`src/rtl/pass_sequencer.sv`:
```
// pass_sequencer: upstream sequencer for the per-pass PE-array controller.
// Streams the eight XID/YID tables from the host into the controller's ID
// write port, then runs N passes back-to-back, driving start/base addresses
// for each pass and waiting on ctrl_done. Completion is a one-cycle seq_done.
// Optional build macro PASS_SEQ_PERF_EN adds the perf_cycles output (cycles
// spent waiting on the controller, saturating).
//
// state     | meaning
// ----------+------------------------------------------------------------
// IDLE      | waiting for seq_start
// LOAD_ID   | id_ready high, each accepted beat written to the ID port
// START     | base addresses settled; start bit (op_config[0]) rises on exit
// WAIT_DONE | start bit held high until ctrl_done
// RELEASE   | start bit low; waiting for ctrl_done to drop
// FINISH    | run complete; seq_done pulses on exit
module pass_sequencer #(
    parameter int NUMS_PE_ROW = 6,
    parameter int NUMS_PE_COL = 8,
    parameter int XID_BITS    = 5,
    parameter int YID_BITS    = 3
) (
    input  logic                clk,
    input  logic                rst_n,
    input  logic                seq_start,
    input  logic                seq_load_id,
    input  logic [7:0]          seq_num_passes,
    input  logic [31:0]         cfg_op_config,
    input  logic [31:0]         cfg_filter_base,
    input  logic [31:0]         cfg_filter_stride,
    input  logic [31:0]         cfg_ifmap_base,
    input  logic [31:0]         cfg_bias_base,
    input  logic [31:0]         cfg_opsum_base,
    input  logic                id_valid,
    output logic                id_ready,
    input  logic [XID_BITS-1:0] id_data,
    output logic [31:0]         op_config,
    output logic                bias_ipsum_sel,
    output logic [31:0]         filter_baseaddr,
    output logic [31:0]         ifmap_baseaddr,
    output logic [31:0]         bias_baseaddr,
    output logic [31:0]         opsum_baseaddr,
    input  logic                ctrl_done,
    output logic                ctrl_ID_wen,
    output logic [2:0]          ctrl_ID_wsel,
    output logic [5:0]          ctrl_ID_widx,
    output logic [XID_BITS-1:0] ctrl_ID_wdata,
    output logic                seq_busy,
    output logic                seq_done,
    output logic [7:0]          pass_idx
`ifdef PASS_SEQ_PERF_EN
    ,
    output logic [31:0]         perf_cycles
`endif
);

    localparam logic [5:0] XID_LAST = 6'(NUMS_PE_ROW * NUMS_PE_COL - 1);
    localparam logic [5:0] YID_LAST = 6'(NUMS_PE_ROW - 1);

    // YID entries travel on the XID-wide data path, so a YID wider than an
    // XID has nowhere to go; such a configuration is left empty here.
    if (YID_BITS > XID_BITS) begin : g_yid_wider_than_xid
    end

    typedef enum logic [2:0] {
        S_IDLE      = 3'd0,
        S_LOAD_ID   = 3'd1,
        S_START     = 3'd2,
        S_WAIT_DONE = 3'd3,
        S_RELEASE   = 3'd4,
        S_FINISH    = 3'd5
    } state_t;

    state_t r_state;
    state_t w_state_nxt;

    logic [7:0]          r_num_passes;
    logic [31:1]         r_op_cfg;
    logic [31:0]         r_filter_stride;
    logic [7:0]          r_pass_idx;
    logic [31:0]         r_op_config;
    logic                r_bias_sel;
    logic [31:0]         r_filter_base;
    logic [31:0]         r_ifmap_base;
    logic [31:0]         r_bias_base;
    logic [31:0]         r_opsum_base;
    logic [2:0]          r_cnt_sel;
    logic [5:0]          r_cnt_idx;
    logic                r_id_ready;
    logic                r_wen;
    logic [2:0]          r_wsel;
    logic [5:0]          r_widx;
    logic [XID_BITS-1:0] r_wdata;
    logic                r_busy;
    logic                r_done;

    logic w_start;
    logic w_accept;
    logic w_idx_last;
    logic w_load_last;
    logic w_last_pass;
    logic w_next_pass;
    logic w_unused;

    // The start bit is generated internally, so the host's bit0 is dropped.
    assign w_unused    = cfg_op_config[0];

    assign w_start     = (r_state == S_IDLE) && seq_start;
    assign w_accept    = (r_state == S_LOAD_ID) && id_valid && r_id_ready;
    assign w_idx_last  = r_cnt_sel[2] ? (r_cnt_idx == YID_LAST) : (r_cnt_idx == XID_LAST);
    assign w_load_last = w_idx_last && (r_cnt_sel == 3'd7);
    assign w_last_pass = (r_pass_idx == r_num_passes - 8'd1);
    assign w_next_pass = (r_state == S_RELEASE) && !ctrl_done && !w_last_pass;

    // State register
    always_ff @(posedge clk or negedge rst_n) begin
        if (!rst_n) r_state <= S_IDLE;
        else        r_state <= w_state_nxt;
    end

    // Next-state decode
    always_comb begin
        w_state_nxt = r_state;
        case (r_state)
            S_IDLE: begin
                if (seq_start) begin
                    if (seq_num_passes == 8'd0) w_state_nxt = S_FINISH;
                    else if (seq_load_id)       w_state_nxt = S_LOAD_ID;
                    else                        w_state_nxt = S_START;
                end
            end
            S_LOAD_ID: begin
                if (w_accept && w_load_last) w_state_nxt = S_START;
            end
            S_START: w_state_nxt = S_WAIT_DONE;
            S_WAIT_DONE: begin
                if (ctrl_done) w_state_nxt = S_RELEASE;
            end
            S_RELEASE: begin
                if (!ctrl_done) w_state_nxt = w_last_pass ? S_FINISH : S_START;
            end
            S_FINISH: w_state_nxt = S_IDLE;
            default:  w_state_nxt = S_IDLE;
        endcase
    end

    // Run configuration latch, pass counter and base addresses; bases move
    // only on a new run or between passes, a cycle before the start bit rises
    always_ff @(posedge clk or negedge rst_n) begin
        if (!rst_n) begin
            r_num_passes    <= '0;
            r_op_cfg        <= '0;
            r_filter_stride <= '0;
            r_pass_idx      <= '0;
            r_bias_sel      <= 1'b0;
            r_filter_base   <= '0;
            r_ifmap_base    <= '0;
            r_bias_base     <= '0;
            r_opsum_base    <= '0;
        end else if (w_start) begin
            r_num_passes    <= seq_num_passes;
            r_op_cfg        <= cfg_op_config[31:1];
            r_filter_stride <= cfg_filter_stride;
            r_pass_idx      <= '0;
            r_bias_sel      <= (seq_num_passes != 8'd0);
            r_filter_base   <= cfg_filter_base;
            r_ifmap_base    <= cfg_ifmap_base;
            r_bias_base     <= cfg_bias_base;
            r_opsum_base    <= cfg_opsum_base;
        end else if (w_next_pass) begin
            r_pass_idx      <= r_pass_idx + 8'd1;
            r_bias_sel      <= 1'b0;
            r_filter_base   <= r_filter_base + r_filter_stride;
        end
    end

    // Controller op_config: start bit raised leaving START, cleared on done
    always_ff @(posedge clk or negedge rst_n) begin
        if (!rst_n) begin
            r_op_config <= '0;
        end else if (r_state == S_START) begin
            r_op_config <= {r_op_cfg, 1'b1};
        end else if ((r_state == S_WAIT_DONE) && ctrl_done) begin
            r_op_config[0] <= 1'b0;
        end
    end

    // ID table streaming: one registered write per accepted host beat
    always_ff @(posedge clk or negedge rst_n) begin
        if (!rst_n) begin
            r_cnt_sel  <= '0;
            r_cnt_idx  <= '0;
            r_id_ready <= 1'b0;
            r_wen      <= 1'b0;
            r_wsel     <= '0;
            r_widx     <= '0;
            r_wdata    <= '0;
        end else begin
            r_id_ready <= (w_state_nxt == S_LOAD_ID);
            r_wen      <= w_accept;
            if (w_accept) begin
                r_wsel  <= r_cnt_sel;
                r_widx  <= r_cnt_idx;
                r_wdata <= id_data;
            end
            if (w_start) begin
                r_cnt_sel <= '0;
                r_cnt_idx <= '0;
            end else if (w_accept) begin
                if (w_idx_last) begin
                    r_cnt_idx <= '0;
                    r_cnt_sel <= r_cnt_sel + 3'd1;
                end else begin
                    r_cnt_idx <= r_cnt_idx + 6'd1;
                end
            end
        end
    end

    // Status: busy mirrors the state register, done pulses leaving FINISH
    always_ff @(posedge clk or negedge rst_n) begin
        if (!rst_n) begin
            r_busy <= 1'b0;
            r_done <= 1'b0;
        end else begin
            r_busy <= (w_state_nxt != S_IDLE);
            r_done <= (r_state == S_FINISH);
        end
    end

`ifdef PASS_SEQ_PERF_EN
    logic [31:0] r_perf_cycles;

    // Cycles spent waiting on the controller, cleared per run, saturating
    always_ff @(posedge clk or negedge rst_n) begin
        if (!rst_n) begin
            r_perf_cycles <= '0;
        end else if (w_start) begin
            r_perf_cycles <= '0;
        end else if ((r_state == S_WAIT_DONE) && (r_perf_cycles != 32'hFFFF_FFFF)) begin
            r_perf_cycles <= r_perf_cycles + 32'd1;
        end
    end

    assign perf_cycles = r_perf_cycles;
`endif

    assign id_ready        = r_id_ready;
    assign op_config       = r_op_config;
    assign bias_ipsum_sel  = r_bias_sel;
    assign filter_baseaddr = r_filter_base;
    assign ifmap_baseaddr  = r_ifmap_base;
    assign bias_baseaddr   = r_bias_base;
    assign opsum_baseaddr  = r_opsum_base;
    assign ctrl_ID_wen     = r_wen;
    assign ctrl_ID_wsel    = r_wsel;
    assign ctrl_ID_widx    = r_widx;
    assign ctrl_ID_wdata   = r_wdata;
    assign seq_busy        = r_busy;
    assign seq_done        = r_done;
    assign pass_idx        = r_pass_idx;

endmodule

```
`config.mk`:
```
export PLATFORM = sky130hd
export DESIGN_NAME = pass_sequencer
export DESIGN_NICKNAME = d
export VERILOG_FILES = /design/src/rtl/pass_sequencer.sv
export SDC_FILE = /design/constraint.sdc
export NUM_CORES = 1
export LEC_CHECK = 0
export BUFFER_PORTS_ARGS = -buffer_cell sky130_fd_sc_hd__buf_2
export CAP_MARGIN = 20
export CORE_MARGIN = 2
export CORE_UTILIZATION = 40
export CTS_CLUSTER_DIAMETER = 80
export CTS_CLUSTER_SIZE = 8
export DETAILED_ROUTE_END_ITERATION = 6
export GPL_ROUTABILITY_DRIVEN = 1
export HOLD_SLACK_MARGIN = 0.1
export PLACE_DENSITY_LB_ADDON = 0.05
export SLEW_MARGIN = 20
export SYNTH_ARGS = -nofsm -noshare
export SYNTH_HDL_FRONTEND = slang
export SYNTH_SLANG_ARGS = --single-unit
```
`constraint.sdc`:
```
create_clock -name clk -period 3.71 [get_ports clk]
set_clock_uncertainty 0.2 [all_clocks]
set_input_delay 0.371 -clock clk [delete_from_list [all_inputs] [get_ports clk]]
set_output_delay 0.371 -clock clk [all_outputs]
set_load 0.1 [all_outputs]
```
==> impl_metrics.json <==
{
  "status": "finished, final reports clean",
  "async_flop_share_pct": 100.0,
  "drive_gt1_share_pct": 25.53,
  "nets": 2182,
  "grt_max_degree": 143,
  "cts.clk_slew.worst_paths_ns": 0.05,
  "ys_top_cells_by_count": "570 x nand2_1, 270 x dfrtp_1, 52 x a21oi_1, 52 x clkbuf_1, 51 x nor2_1",
  "synth_top_area_share_pct": 54.97,
  "worstPathArrival_ns": 3.66,
  "ioPinCount": 398,
  "utilization_pct": 58.42,
  "grt_pass1_vias": 11340,
  "synth_edf_count": 0,
  "drc": 0,
  "avgViaCountPerCell": 4.846,
  "ys_ff_latch": 270,
  "core_area_mm2": 0.03043,
  "critPathMaxFanout": 4,
  "required_ns": 3.93,
  "yosys.area_share.simple_pct": 23.73,
  "synth_mux_area_share_pct": 3.257,
  "overflow": 0,
  "fin_crit_sh_pct": 92.58,
  "synth.distinct_cells": 65,
  "setup_tns_ns": 0,
  "num_rows": 64,
  "cts_buffers": 39,
  "crit_type": "reg2reg",
  "syn_nets": 1591,
  "dp_hpwl_um": 24120,
  "holdWs_ns": 0.1434,
  "ys_seq_area_share_pct": 54.97,
  "crit_path_start_kind": "flop",
  "yosysWarnings": 0,
  "antenna_left": 0,
  "wl_per_cell_um": 15.75,
  "initial_core_util_pct": 40.39,
  "tritoncts": "done",
  "dr_total_vias": 11310,
  "yosysMostFrequentCell": "nand2_1",
  "die_y_um": 179.3,
  "clk_latency_ns": 0.52,
  "syn_inst": 1343,
  "wl_um": 36750,
  "min_path_type": "in2reg",
  "cts_resized": 0,
  "final_cell_area_mm2": 0.01778,
  "synthAdderAreaFrac_pct": 3.827,
  "fp.dieW_um": 179.3,
  "root_buffer": "clkbuf_16",
  "grtUsageTotal_pct": 22.27,
  "port_buffers": 396,
  "antenna_found_initial": 5,
  "synthFlopType": "dfrtp_1",
  "drt-initial-drc-count": 549,
  "cts_max_level": 2,
  "postPlaceCellArea_mm2": 0.01469,
  "area_growth_pct": 44.63,
  "synth_xor_area_share_pct": 2.921,
  "synth_area_mm2": 0.01229,
  "clockBufferDepth": 3,
  "fmaxAchievable_mhz": 291.1,
  "maxSlewHeadroom_pct": 31.51,
  "ys_top_cells_by_area": "dfrtp_1 55%, nand2_1 17%, ha_1 3.7%",
  "tightest_slew_ns": 1.025,
  "period_minus_slack_ns": 3.435,
  "syn_avg_cell_area_um2": 9.152,
  "rsz0062_at_grt": "no",
  "yosysTopAreaCell": "dfrtp_1",
  "rrSetupSlack_ns": 0.28,
  "slew_viol_final": 0,
  "final-setup-viol-count": 0,
  "dr.pass1.iters": 6,
  "grt_pass1_wl_um": 57370,
  "cts_sinks": 270,
  "end_kind": "flop",
  "finalHoldViolations": 0,
  "place_congestion": 0.8088,
  "drv_cap": 0,
  "dieArea_mm2": 0.03215,
  "synth_compound_area_share_pct": 8.693,
  "synth_top_family_by_area": "simple AND/OR/NAND/NOR gates"
}
==> area by class of cell <==
class	count	area, um^2
antenna	3	7.507
clock buffer	40	989.7
clock inverter	2	28.78
fill	2734	12650
inverter	11	41.29
multi-input combinational	995	5229
sequential	270	6756
tap	396	495.5
timing repair buffer	617	4229
==> metal layers <==
layer / global-route usage, % / part of all wire, % / vias up
met5: 0 / 0.065 / -
met4: 7.191 / 2.8 / 4
met3: 6.149 / 7.0 / 73
met2: 37.08 / 47 / 281
met1: 28.11 / 43 / 5347
li1: - / - / 5605
==> worst max-delay path, stage by stage, from the launching register on <==
cell and delay, ns:
dfrtp_1 0.37, ha_1 0.22, inv_1 0.07, fa_1 0.40, nor2b_1 0.18, o211ai_1 0.10, a21boi_0 0.39, nor4_1 0.10
o21ai_1 0.38, and2b_1 0.25, o211ai_1 0.12, mux2_2 0.30, a221oi_2 0.26
==> sequential cells by signal, indices dropped and copies added (netlist names) <==
| name | count |
|---|---|
| filter_baseaddr | 32 |
| bias_ipsum_sel | 1 |
| id_ready | 1 |
| seq_done | 1 |
| ctrl_ID_wsel | 3 |
| r_num_passes | 8 |
| r_filter_stride | 32 |
| ifmap_baseaddr | 32 |
| op_config | 32 |
| r_state | 3 |
| r_op_cfg | 31 |
| ctrl_ID_widx | 6 |
| pass_idx | 8 |
| r_cnt_sel | 3 |
| bias_baseaddr | 32 |
| seq_busy | 1 |
| r_cnt_idx | 6 |
| opsum_baseaddr | 32 |
| ctrl_ID_wen | 1 |
| ctrl_ID_wdata | 5 |
==> through the flow <==
stage,worst slack (ns),instances
floorplan,0.05478,1343
global placement,0.3413,2083
detailed placement,0.2682,2083
CTS,0.2688,2331
global route,0.03152,2333
finish,0.2751,2334
==> cells in the final DEF, fill, tap and decap left out, types with 5 or more instances in the layout <==
cell | synthesis | routed
and3_1 | 6 | 6
a21o_1 | 16 | 16
xnor2_1 | 23 | 23
or3_1 | 5 | 5
dlygate4sd3_1 | 0 | 206
nand4_1 | 8 | 8
nor3_1 | 14 | 14
o21a_1 | 7 | 7
clkbuf_16 | 0 | 39
a31oi_1 | 8 | 8
mux2_2 | 32 | 32
nor2_1 | 51 | 50
buf_2 | 4 | 395
ha_1 | 36 | 36
buf_4 | 2 | 10
o21ai_0 | 27 | 27
nand2b_1 | 8 | 8
dfrtp_1 | 270 | 270
nand2_1 | 570 | 570
a21oi_1 | 52 | 52
nand3b_1 | 5 | 5
or4_1 | 5 | 5
o22ai_1 | 27 | 27
inv_1 | 10 | 10
buf_12 | 0 | 5
nand3_1 | 12 | 12
xor2_1 | 18 | 18
==> worst paths after layout <==
check | end | start | depth (start not counted)
min | r_state[1] | seq_load_id | 4
max | filter_baseaddr[30] | filter_baseaddr[0] | 12
min reg2reg | r_op_cfg[2] | r_op_cfg[2] | 2
min in group asynchronous | r_filter_stride[15] | rst_n | 2
max in group asynchronous | r_op_cfg[9] | rst_n | 3
max reg2reg | filter_baseaddr[30] | filter_baseaddr[0] | 12
==> cell families after synthesis <==
logic type	Yosys count
AOI/OAI and AO/OA	170
muxes	36
and+or+nand+nor	711
adders and majority gates	37
DFF	270
buffers and inverters	78
xor gates and xnor gates	41
==> timing repair <==
item                      CTS  global route
hold endpoints to repair  280             0
setup buffers               0             0
hold buffers              206             0
Power is not shown: default switching activity piles up to over one toggle a cycle in this logic, so the estimate is an artifact.
